$ cat src/rtl/keypad_scanner_pkg.sv
// Shared types and constants for the keypad scanner slice.
package keypad_pkg;

    typedef enum logic [1:0] {
        SCAN,
        DEBOUNCE,
        PRESS,
        HOLD
    } scanState_t;

    localparam logic [3:0] COL_INIT = 4'b1110;
    localparam logic [3:0] ROW_IDLE = 4'b1111;
    localparam int         KEY_W    = 4;

    // Key code is {column index, row index}; when several bits are low the
    // lowest index wins, which the descending loop gives for free.
    function automatic logic [KEY_W-1:0] encodeKey(input logic [3:0] cols,
                                                   input logic [3:0] rows);
        logic [1:0] colIdx;
        logic [1:0] rowIdx;
        colIdx = '0;
        rowIdx = '0;
        for (int i = 3; i >= 0; i--) begin
            if (!cols[i]) colIdx = 2'(i);
            if (!rows[i]) rowIdx = 2'(i);
        end
        return {colIdx, rowIdx};
    endfunction

endpackage

$ cat src/rtl/keypad_scanner_if.sv
// Keypad pin and key-event bundle between the scanner and its neighbours.
// The master side is the scanner: it drives the column strobes and the key
// event outputs and listens to the row lines.
interface keypad_scanner_if;
    import keypad_pkg::*;

    logic [3:0]       row;
    logic [3:0]       shift_col;
    logic [KEY_W-1:0] debounced;
    logic             key_valid;
    logic             key_held;

    modport master (
        input  row,
        output shift_col,
        output debounced,
        output key_valid,
        output key_held
    );

    modport slave (
        output row,
        input  shift_col,
        input  debounced,
        input  key_valid,
        input  key_held
    );

endinterface

$ cat src/rtl/keypad_scanner_sync_2ff.sv
// Two-flop synchronizer for slow asynchronous level inputs such as keypad rows.
module sync_2ff #(
    parameter int               WIDTH     = 4,
    parameter logic [WIDTH-1:0] RESET_VAL = 4'b1111
) (
    input  logic             clk,
    input  logic             reset,
    input  logic [WIDTH-1:0] async_i,
    output logic [WIDTH-1:0] sync_o
);

    logic [WIDTH-1:0] meta_q;
    logic [WIDTH-1:0] sync_q;

    // Shift the asynchronous input through two flops, preset to the idle level.
    always_ff @(posedge clk) begin
        if (reset) begin
            meta_q <= RESET_VAL;
            sync_q <= RESET_VAL;
        end else begin
            meta_q <= async_i;
            sync_q <= meta_q;
        end
    end

    assign sync_o = sync_q;

endmodule

$ cat src/rtl/keypad_scanner.sv
// 4x4 matrix keypad scanner: walks an active-low column strobe, debounces a
// detected press, emits one key code per physical press and tracks the hold.
module keypad_scanner
    import keypad_pkg::*;
#(
    parameter int SCAN_DIV     = 50000,
    parameter int DEBOUNCE_CNT = 500000
) (
    input  logic             clk,
    input  logic             reset,
    keypad_scanner_if.master kp
);

    localparam int DW = $clog2(SCAN_DIV);
    localparam int CW = $clog2(DEBOUNCE_CNT);
    localparam logic [DW-1:0] DWELL_LAST = DW'(SCAN_DIV - 1);
    localparam logic [CW-1:0] CNT_LAST   = CW'(DEBOUNCE_CNT - 1);

    scanState_t       state_q;
    logic [3:0]       shiftCol_q;
    logic [3:0]       shiftCol_d;
    logic [DW-1:0]    dwell_q;
    logic [CW-1:0]    cnt_q;
    logic [3:0]       rowCap_q;
    logic [KEY_W-1:0] debounced_q;
    logic [KEY_W-1:0] code_d;
    logic             keyValid_q;
    logic             keyHeld_q;
    logic [3:0]       rowS;

    sync_2ff #(
        .WIDTH     (4),
        .RESET_VAL (ROW_IDLE)
    ) u_rowSync (
        .clk     (clk),
        .reset   (reset),
        .async_i (kp.row),
        .sync_o  (rowS)
    );

    // Next column in the rotation and the code for the captured row pattern.
    always_comb begin
        shiftCol_d = {shiftCol_q[2:0], shiftCol_q[3]};
        code_d     = encodeKey(shiftCol_q, rowCap_q);
    end

    // Scan/debounce/hold state machine; every output is registered here so
    // key_valid, debounced and key_held all change on the same edge.
    always_ff @(posedge clk) begin
        if (reset) begin
            state_q     <= SCAN;
            shiftCol_q  <= COL_INIT;
            dwell_q     <= '0;
            cnt_q       <= '0;
            rowCap_q    <= ROW_IDLE;
            debounced_q <= '0;
            keyValid_q  <= 1'b0;
            keyHeld_q   <= 1'b0;
        end else begin
            keyValid_q <= 1'b0;
            unique case (state_q)
                SCAN: begin
                    if (dwell_q == DWELL_LAST) begin
                        dwell_q <= '0;
                        if (rowS == ROW_IDLE) begin
                            shiftCol_q <= shiftCol_d;
                        end else begin
                            rowCap_q <= rowS;
                            cnt_q    <= '0;
                            state_q  <= DEBOUNCE;
                        end
                    end else begin
                        dwell_q <= dwell_q + DW'(1);
                    end
                end
                DEBOUNCE: begin
                    if (rowS != rowCap_q) begin
                        dwell_q <= '0;
                        cnt_q   <= '0;
                        state_q <= SCAN;
                    end else if (cnt_q == CNT_LAST) begin
                        // Outputs load on entry so they are visible during the PRESS cycle.
                        debounced_q <= code_d;
                        keyValid_q  <= 1'b1;
                        keyHeld_q   <= 1'b1;
                        cnt_q       <= '0;
                        state_q     <= PRESS;
                    end else begin
                        cnt_q <= cnt_q + CW'(1);
                    end
                end
                PRESS: begin
                    cnt_q   <= '0;
                    state_q <= HOLD;
                end
                HOLD: begin
                    if (rowS != ROW_IDLE) begin
                        cnt_q <= '0;
                    end else if (cnt_q == CNT_LAST) begin
                        keyHeld_q  <= 1'b0;
                        shiftCol_q <= shiftCol_d;
                        cnt_q      <= '0;
                        dwell_q    <= '0;
                        state_q    <= SCAN;
                    end else begin
                        cnt_q <= cnt_q + CW'(1);
                    end
                end
                default: begin
                    state_q <= SCAN;
                end
            endcase
        end
    end

    assign kp.shift_col = shiftCol_q;
    assign kp.debounced = debounced_q;
    assign kp.key_valid = keyValid_q;
    assign kp.key_held  = keyHeld_q;

endmodule

$ cat src/flat_wrapper.sv
// flat-port wrapper written by rule: the top's interface ports become plain ports
module keypad_scanner_flat import keypad_pkg::*;
#(
    parameter int SCAN_DIV     = 50000,
    parameter int DEBOUNCE_CNT = 500000
)
  (clk, reset, kp_row, kp_shift_col, kp_debounced, kp_key_valid, kp_key_held);
  keypad_scanner_if kp_i ();
  input  logic clk;
  input  logic reset;
  input wire logic [$bits(kp_i.row)-1:0] kp_row;
  output wire logic [$bits(kp_i.shift_col)-1:0] kp_shift_col;
  output wire logic [$bits(kp_i.debounced)-1:0] kp_debounced;
  output wire logic [$bits(kp_i.key_valid)-1:0] kp_key_valid;
  output wire logic [$bits(kp_i.key_held)-1:0] kp_key_held;
  assign kp_i.row = kp_row;
  assign kp_shift_col = kp_i.shift_col;
  assign kp_debounced = kp_i.debounced;
  assign kp_key_valid = kp_i.key_valid;
  assign kp_key_held = kp_i.key_held;
  keypad_scanner #(.SCAN_DIV(SCAN_DIV), .DEBOUNCE_CNT(DEBOUNCE_CNT)) u_core (.clk(clk), .reset(reset), .kp(kp_i));
endmodule
$ cat config.mk
export PLATFORM = sky130hd
export DESIGN_NAME = keypad_scanner_flat
export DESIGN_NICKNAME = d
export VERILOG_FILES = /design/src/rtl/keypad_scanner_pkg.sv /design/src/rtl/keypad_scanner_if.sv /design/src/rtl/keypad_scanner_sync_2ff.sv /design/src/rtl/keypad_scanner.sv /design/src/flat_wrapper.sv
export SDC_FILE = /design/constraint.sdc
export NUM_CORES = 1
export LEC_CHECK = 0
export BUFFER_PORTS_ARGS = -buffer_cell sky130_fd_sc_hd__clkbuf_2
export CAP_MARGIN = 10
export CORE_AREA = 2 2 108 110
export CTS_BUF_LIST = sky130_fd_sc_hd__clkbuf_8
export CTS_CLUSTER_DIAMETER = 150
export DETAILED_ROUTE_END_ITERATION = 10
export DIE_AREA = 0 0 110 112
export MAX_ROUTING_LAYER = met4
export PLACE_DENSITY = 0.43
export SLEW_MARGIN = 20
export SYNTH_ARGS = -nofsm -noshare
export SYNTH_HDL_FRONTEND = slang
export SYNTH_HIERARCHICAL = 1
export SYNTH_SLANG_ARGS = --single-unit
$ cat constraint.sdc
create_clock -name clk -period 3.31 [get_ports clk]
set_clock_uncertainty 0.15 [all_clocks]
set_input_delay 0.331 -clock clk [delete_from_list [all_inputs] [get_ports clk]]
set_output_delay 0.331 -clock clk [all_outputs]
set_load 0.1 [all_outputs]
Word level (Yosys, flattened, before mapping). Cells that the tools add are included.

Bitwise gates (word level): 3. Equal/unequal tests: 17. Magnitude comparators: 0. Add/subtract/negate cells: 2. Muxes and demuxes: 37. Reductions and logical operators: 12. Multiply operators: 0. Shift operators: 0. Divide/modulo/power cells: 0.

Operator list (number): $mux 19 (5); $pmux 19 s4 (1); $mux 16 (4); $pmux 16 s3 (1); $mux 2 (14); $add 19x1->19 const B (1); $eq 19x19->1 const B (1); $add 16x1->16 const B (1); $eq 16x16->1 const B (1); $mux 4 (4); $reduce_and 5->1 (3); $ne 2x1->1 const B (5); $pmux 2 s4 (1); $pmux 4 s2 (1); $ne 2x2->1 const B (3); $reduce_and 3->1 (2); $mux 1 (5); $eq 2x2->1 const B (2); $eq 4x4->1 const B (1); $ne 4x4->1 (1); $ne 4x4->1 const B (1); $reduce_and 4->1 (1); $reduce_bool 2->1 (2); $ne 3x1->1 const B (1); other kinds (7) (9).

Logic and storage cells: 81. Input port bits: 6. Register bits: 59. Memories kept: 0. Output and inout bits: 10. Bits in writable memories: 0. Latch bits: 0. Memory bits (read-only): 0.

Logic depth before layout (Yosys ltp). Gate-level depths: netlist of the first run.

Depth after elaboration: 4. Depth in mapped cells: 8. Depth with buffers taken out: 6.

Cells and area by module. The synthesis of the first run kept the hierarchy.

By module, submodules not included: keypad_scanner (instances 1, cells each 390, area an instance 3045.4 sq um, seq. area each 1021.0 sq um); sync_2ff (instances 1, cells each 16, area an instance 210.2 sq um, seq. area each 160.2 sq um).

Least setup slack after synthesis of the first run. Ideal clock, no wire load.

Kind: register to register. Start: reg u_core.dwell_q[12]. End: reg u_core.shiftCol_q[3] (netlist: u_core/kp.shift_col[3]). Data arrival time: 2.027 ns. Slack: 0.991 ns. Stages on the path, launching flop included: 8. Library setup time: 0.142 ns. Period minus slack after synthesis: 2.319 ns. Required time: 3.018 ns. Path buffers: 2. Cells stage by stage: dfxtp_1 -> buf_2 -> or3b_2 -> or4_1 -> buf_2 -> o32a_1 -> o21ai_1 -> o311ai_1.

Longest elaborated chain between the ends: 3.

RTL lines: from (decl) (line keypad_scanner.sv:22) `logic [DW-1:0] dwell_q;`; from (signal assigned) (line keypad_scanner.sv:73) `dwell_q <= dwell_q + DW'(1);`; $eq 16x16->1 (line keypad_scanner.sv:63) `if (dwell_q == DWELL_LAST) begin`; $ne 2x1->1 (no line); $reduce_and 5->1 (no line); to (signal assigned) (line keypad_scanner.sv:66) `shiftCol_q <= shiftCol_d;`; to (signal assigned) (line keypad_scanner.sv:101) `shiftCol_q <= shiftCol_d;`; to (decl) (line keypad_scanner.sv:20) `logic [3:0] shiftCol_q;`.

Every way passes these cells. A chain may end at the register's enable or synchronous reset.

Final worst setup path of the first run.
Start: reg u_core.dwell_q[14]. End: reg u_core.dwell_q[10].

Longest elaborated chain between the ends: 3.

RTL lines: $eq 16x16->1 (line keypad_scanner.sv:63); $mux 16 (line keypad_scanner.sv:63); $pmux 16 s3 (line keypad_scanner.sv:61) `unique case (state_q)`.

Every way passes these cells.

==> results of run 1 <==
-- worst max-delay path: stages (launching register included) --
cell      delay, ns
dfxtp_1        0.43
or3b_2         0.51
or4_1          0.71
nand4_1        0.41
nand2b_1       0.16
o21ai_0        0.06
-- area by class of cell --
type / count / area [um^2] / share of cell area [%]
clock buffers: 12 / 165 / 4.37
repair buffers: 32 / 208 / 5.49
multi-input cells: 300 / 1900 / 50.3
inverters: 14 / 52.6 / 1.39
flip-flops and latches: 59 / 1180 / 31.2
well taps: 143 / 179 / 4.73
clock inverters: 4 / 95.1 / 2.51
-- state kept, by name, indices dropped and copies added (netlist names), 4 cells and up, named ones only --
signal	cells
u_core/cnt_q	19
u_core/u_rowSync/meta_q	4
u_core/kp.shift_col	4
u_core/u_rowSync/sync_o	4
u_core/dwell_q	16
u_core/kp.debounced	4
u_core/rowCap_q	4
-- worst paths after layout --
path	to	slack, ns	from
setup / recovery	u_core/dwell_q[10]	0.74	u_core/dwell_q[14]
hold / removal	u_core/u_rowSync/meta_q[2]	0.02	kp_row[2]
setup reg to reg	u_core/dwell_q[10]	0.74	u_core/dwell_q[14]
hold reg to reg	u_core/u_rowSync/sync_o[2]	0.26	u_core/u_rowSync/meta_q[2]
-- stage by stage --
step	util, %	hold slack [ns]	instance area [um^2]
2_1_floorplan	-	0.233	3260
3_3_place_gp	31.3	0.241	3490
3_5_place_dp	31.3	0.244	3500
4_1_cts	33.8	0.00151	3770
5_1_grt	33.8	0.000140	3780
6_report	33.8	0.0234	3780
-- placed cells by master, fill, tap and decap left out, types with 3 or more instances in the layout --
cell,synthesis,final
or4_1,5,5
and4_1,6,6
nand2b_1,6,6
o22ai_1,5,5
or2_1,8,8
o21ai_0,23,23
nor3_1,16,16
nor4_1,15,15
nand3b_1,3,3
and3_1,6,6
o41ai_1,4,4
dfxtp_1,59,59
a311oi_1,9,9
a31oi_1,7,7
nand3_1,31,31
buf_4,1,15
o31ai_1,12,11
nand2_1,43,43
bufinv_16,0,3
clkbuf_2,0,15
nor2_1,10,10
a21oi_1,16,16
xor2_1,3,3
or3_1,3,3
clkbuf_8,0,12
inv_1,13,13
nand4_1,21,21
-- where the power goes --
| part | leakage (nW) | internal, mW | switching (mW) |
|---|---|---|---|
| Sequential | 0.478 | 0.717 | 0.00829 |
| Clock | 0.133 | 0.561 | 0.300 |
| Combinational | 0.609 | 0.0205 | 0.0430 |
-- layer usage --
metal,vias up,wire length (um)
li1,1585,-
met1,1486,4550
met2,55,4440
met3,5,318
met4,0,76
met5,-,0
-- cell families after synthesis --
| kind of cell | Yosys count | synth area share [%] |
|---|---|---|
| simple gates | 190 | 33.2 |
| xor+xnor | 4 | 1.08 |
| compound gates | 102 | 22.2 |
| mux | 2 | 0.615 |
| buf+inv | 47 | 5.84 |
| fa+ha+maj | 2 | 0.769 |
| flops | 59 | 36.3 |
==> results.yml, run 1 <==
status:
  run_status: "complete, no violations"
setup_path:
  start_kind: "flip-flop"
  required_ns: 3.37
  ff2ff_path_depth: 5
  timing_worst_setup_path_type: "reg -> reg"
  cp-end-kind: "flip-flop"
  critical_path_peak_fanout: 10
  cp_data_arrival_time_ns: 2.62
place:
  pre_cts_ws_ns: 0.753
  dpl.hpwl_mm: 6.40
  gp_congestion: 0.789
  post-place-cells: 546
  port_buffers: 15
yosys:
  area_of_the_mapped_netlist_um2: 3260
  top_post_synthesis_cells_by_count: "59 x dfxtp_1, 43 x nand2_1, 31 x nand3_1, 23 x o21ai_0, 22 x clkbuf_1"
  synth-async-reset-ratio_pct: 0
  netlist_instances: 406
  synth_largest_area_cell: "dfxtp_1"
  synthTopCellsByArea: "dfxtp_1 36%, nand2_1 5.0%, nand3_1 4.8%, nand4_1 4.0%, o21ai_0 3.5%"
  synth.distinct_cells: 61
  ys_seq_area_share_pct: 36.3
  synth.most_common_cell: "dfxtp_1"
  synthDominantCellAreaShare_pct: 36.3
  yosys_most_used_dff: "dfxtp_1"
  avgSynthCellArea_um2: 8.02
  syn-num-nets: 414
  yosys_warnings: 6
  synth-edff-count: 0
  ys_ff_latch: 59
floorplanning:
  floorplan.initialDensity_pct: 29.1
  std_cell_rows: 39
  dieHeight_um: 112
  floorplan.io_pins: 16
  fp.dieArea_um2: 12300
  core_outline_area_um2: 11200
  die_x_um: 110
grt:
  grt_first_pass_wirelength_mm: 16.1
  track_usage_pct: 17.2
  via_count_of_the_first_global_routing_pass: 3115
  grt-ovfl-total: 0
  grt_start_max_net_pins: 36
  grt_use_met1_pct: 23.0
  grtUsageMet3_pct: 3.57
  groute.layer.met2.usage_pct: 25.8
  grt.busiest_layer: "met2"
  initial_antenna_violation_count: 0
pwr:
  power.density_nw_per_um2: 436
  power.ir.vdd_worst_mv: 0.305
  power_leakage_nw: 1.22
  total_power_mw: 1.65
worst_hold_path:
  worst_hold_path_type: "in -> reg"
  holdPathStages: 2
clocking:
  ctsRootBufferMaster: "clkbuf_8"
  level_count_of_the_clock_h_tree: 3
  postCtsResizedCells: 0
  post_cts.repair.setup_buffers: 0
  cts_num_sinks: 59
  tritoncts: "built"
  postCtsHoldBufs: 1
  cts_buffer_depth: 2
  cts_made_buffers: 9
  clk_transition_reported_paths_ns: 0.07
  clock_insertion_delay_worst_skew_ns: 0.34
timing:
  fin_setup_tns_ns: 0
  slew_at_the_pin_closest_to_its_max_slew_limit_ns: 0.957
  max_freq_mhz: 390
  rsz_0062_raised_after_global_routing: "no"
  slew-limit-headroom_pct: 36.2
  layout_setup_ws_ns: 0.744
  period_share_pct: 77.5
  endpoints_failing_hold: 0
  finalSetupViolations: 0
  final.min_clock_period_ns: 2.57
  drv_slew: 0
routing:
  postRouteWirelength_mm: 9.38
  drt.antenna.violating_nets: 0
  drt_first_iter_violations: 159
  post_drt_wl_per_cell_um: 16.6
  route.vias.total: 3131
  drt-pass1-iter-count: 4
  viasPerCell: 5.55
  drc: 0
layout:
  n_antenna_cell: 0
  drive_above_1_share_pct: 13.1
  layout.filler_cells: 1177
  num-nets-final: 424
  post_layout_nonfiller_instances: 564
  areaGrowthSynthToFinish_pct: 16.2
flow_run:
  max-cap-violations: 0
(Power assumes the default switching activity.)
==> run 2: changes to the inputs <==
ABC_AREA = 1   (was default)
PLACE_DENSITY = 0.45   (was 0.43)
clock period = 2.2 ns   (was 3.31 ns; I/O delays follow)
==> results.yml, run 2 <==
setup_path:
  timing.rr.start: "u_core/dwell_q[0]"
  worst_path_cell_trace: "ha_1 -> nand3_1 -> nor2_1 -> nand3_1 -> nand2_1 -> inv_1 -> o21bai_1 -> nand3_1 -> inv_1"
  required_ns: 2.35
  launching_element_of_the_worst_setup_path: "u_core/dwell_q[0]"
  cp.buffers_inverters: 2
  cpMostUsedCell: "nand3_1"
  start_kind: "flip-flop"
  timing_worst_setup_path_type: "reg -> reg"
  critical_path.max_stage_delay_ns: 0.37
  cp-end-kind: "flip-flop"
  critical_path_peak_fanout: 15
  cp_data_arrival_time_ns: 2.15
  critPathSlowestCell: "dfxtp_1"
  crit_family: "simple AND/OR/NAND/NOR gates"
timing:
  slew-limit-headroom_pct: 63.9
  max_freq_mhz: 501
  layout_setup_ws_ns: 0.203
  period_share_pct: 90.8
  fin_setup_tns_ns: 0
  drv_slew: 0
  rsz_0062_raised_after_global_routing: "no"
  worst_hold_slack_ns: 0.231
  endpoints_failing_hold: 0
  finalSetupViolations: 0
  final.min_clock_period_ns: 2.00
  slew_at_the_pin_closest_to_its_max_slew_limit_ns: 0.543
layout:
  top_register: "u_core/cnt_q"
  final-seq-area_um2: 1180
  largest_register_ff_count: 19
  layout.cells.most_common_list: "144 x nand2_1, 62 x inv_1, 61 x nor2_1"
  drive_above_1_share_pct: 13.8
  mostFrequentLayoutCell: "nand2_1"
  post-route-cell-area_um2: 3770
  area_of_the_multi_input_gates_um2: 1760
  areaGrowthSynthToFinish_pct: 15.7
  post-route-util_pct: 33.8
  n_antenna_cell: 0
  post_layout_nonfiller_instances: 680
  layout_top_registers: "u_core/cnt_q: 19 flops, u_core/dwell_q: 16 flops"
  num-nets-final: 541
  layout.filler_cells: 1215
clocking:
  tritoncts: "built"
  clock_insertion_delay_worst_skew_ns: 0.35
  level_count_of_the_clock_h_tree: 3
  cts_num_sinks: 59
  postCtsResizedCells: 0
  cts_made_buffers: 9
  post_cts.repair.setup_buffers: 0
  clk_transition_reported_paths_ns: 0.07
  postCtsHoldBufs: 4
  cts_buffer_depth: 2
  ctsRootBufferMaster: "clkbuf_8"
grt:
  track_usage_pct: 14.7
  grt_first_pass_wirelength_mm: 13.8
  grt_start_max_net_pins: 26
  initial_antenna_violation_count: 0
  grt-ovfl-total: 0
  via_count_of_the_first_global_routing_pass: 2942
pwr:
  p_seq_share_pct: 50.2
  power.ir.vdd_worst_mv: 0.313
  total_switching_power_uw: 489
  power_leakage_nw: 1.63
  power_frac_comb_pct: 3.3
  total_power_mw: 2.16
  internal_power_mw: 1.68
  power.share.switching_pct: 22.6
  power.density_nw_per_um2: 573
  p_clk_share_pct: 46.5
place:
  gp_congestion: 0.821
  area_after_detailed_placement_um2: 3540
  post-place-cells: 661
  dpl.hpwl_mm: 5.84
  pre_cts_ws_ns: 0.169
  port_buffers: 15
floorplanning:
  die_x_um: 110
  core_outline_area_um2: 11200
  std_cell_rows: 39
  dieHeight_um: 112
  floorplan.initialDensity_pct: 29.2
  floorplan.io_pins: 16
  fp.dieArea_um2: 12300
routing:
  route.vias.total: 3097
  drt.antenna.violating_nets: 0
  post_drt_wl_per_cell_um: 11.8
  viasPerCell: 4.55
  drt-pass1-iter-count: 4
  drc: 0
  postRouteWirelength_mm: 8.02
  drt_first_iter_violations: 120
yosys:
  yosys_warnings: 6
  synth.distinct_cells: 35
  netlist_instances: 502
  synthDominantCellAreaShare_pct: 36.2
  ys_seq_area_share_pct: 36.2
  top_post_synthesis_cells_by_count: "144 x nand2_1, 61 x nor2_1, 60 x inv_1, 59 x dfxtp_1, 44 x nand3_1"
  synth_largest_area_cell: "dfxtp_1"
  synth.most_common_cell: "nand2_1"
  synth-edff-count: 0
  avgSynthCellArea_um2: 6.50
  yosys_most_used_dff: "dfxtp_1"
  area_of_the_mapped_netlist_um2: 3260
  syn-num-nets: 510
  synthTopCellsByArea: "dfxtp_1 36%, nand2_1 17%, nor2_1 7.0%, inv_1 6.9%, nand3_1 6.7%"
  ys_ff_latch: 59
  synth-async-reset-ratio_pct: 0
worst_hold_path:
  source_of_the_worst_hold_timing_path: "reset"
  worst_hold_path_type: "in -> reg"
flow_run:
  max-cap-violations: 0
status:
  run_status: "complete, no violations"
[run 2: cell count changes after synthesis, moves of 9 or more]
cell / delta
clkbuf_1: -17
a21oi_2: +10
nor4_1: -15
nor2_1: +51
a21oi_1: +9
nand3_1: +13
nand4_1: -9
a311oi_1: -9
o31ai_1: -12
nand2_1: +101
inv_1: +47
[run 2: worst paths after layout]
| path | to | slack (ns) | depth (start not counted) |
|---|---|---|---|
| worst max-delay path | u_core/cnt_q[4] | 0.20 | 9 |
| worst min-delay path | u_core/dwell_q[14] | 0.23 | 3 |
| worst max register to register | u_core/cnt_q[4] | 0.20 | 9 |
| worst min register to register | u_core/u_rowSync/sync_o[1] | 0.26 | 2 |
[run 2: power groups by stage]
stage | Combinational (mW) | Clock, mW | Sequential (mW)
floorplan | 0.0467 | 0 | 1.11
global placement | 0.0670 | 0 | 1.11
detailed placement | 0.0672 | 0 | 1.11
CTS | 0.0729 | 1.04 | 1.09
global route | 0.0823 | 1.09 | 1.09
finish | 0.0710 | 1.01 | 1.09
[run 2: layout make-up]
class                           count  area share, %
Multi-Input combinational cell    364           46.6
Timing Repair Buffer               31           5.44
Tap cell                          143           4.74
Inverter                           68           6.76
Clock buffer                       11           4.01
Sequential cell                    59           31.3
Clock inverter                      4           1.13
[run 2: worst register-to-register path: cells and delay by family, from the launching register on]
family / cells / cell delay (ns)
adder cells (fa/ha/maj): 1 / 0.20
flip-flops: 1 / 0.37
AND/OR/NAND/NOR: 5 / 0.70
buffers and inverters: 2 / 0.31
AO/OA/AOI/OAI: 1 / 0.23
[run 2: kinds of logic (layout without fill, tap and decap cells)]
family | count (synthesis) | count (layout) | synth area share [%]
and+or+nand+nor | 292 | 292 | 39.5
buffers and inverters | 79 | 114 | 9.85
AOI/OAI and AO/OA | 62 | 62 | 11.5
DFF | 59 | 59 | 36.2
xor gates and xnor gates | 8 | 8 | 2.15
adders and majority gates | 2 | 2 | 0.767
[run 2: metal layers]
| layer | track usage (%) | wire, um | part of all wire, % |
|---|---|---|---|
| met4 | 6.58 | 161 | 2.0 |
| met5 | - | 0 | 0 |
| met3 | 2.28 | 173 | 2.2 |
| met1 | 19.4 | 4220 | 53 |
| met2 | 21.8 | 3460 | 43 |
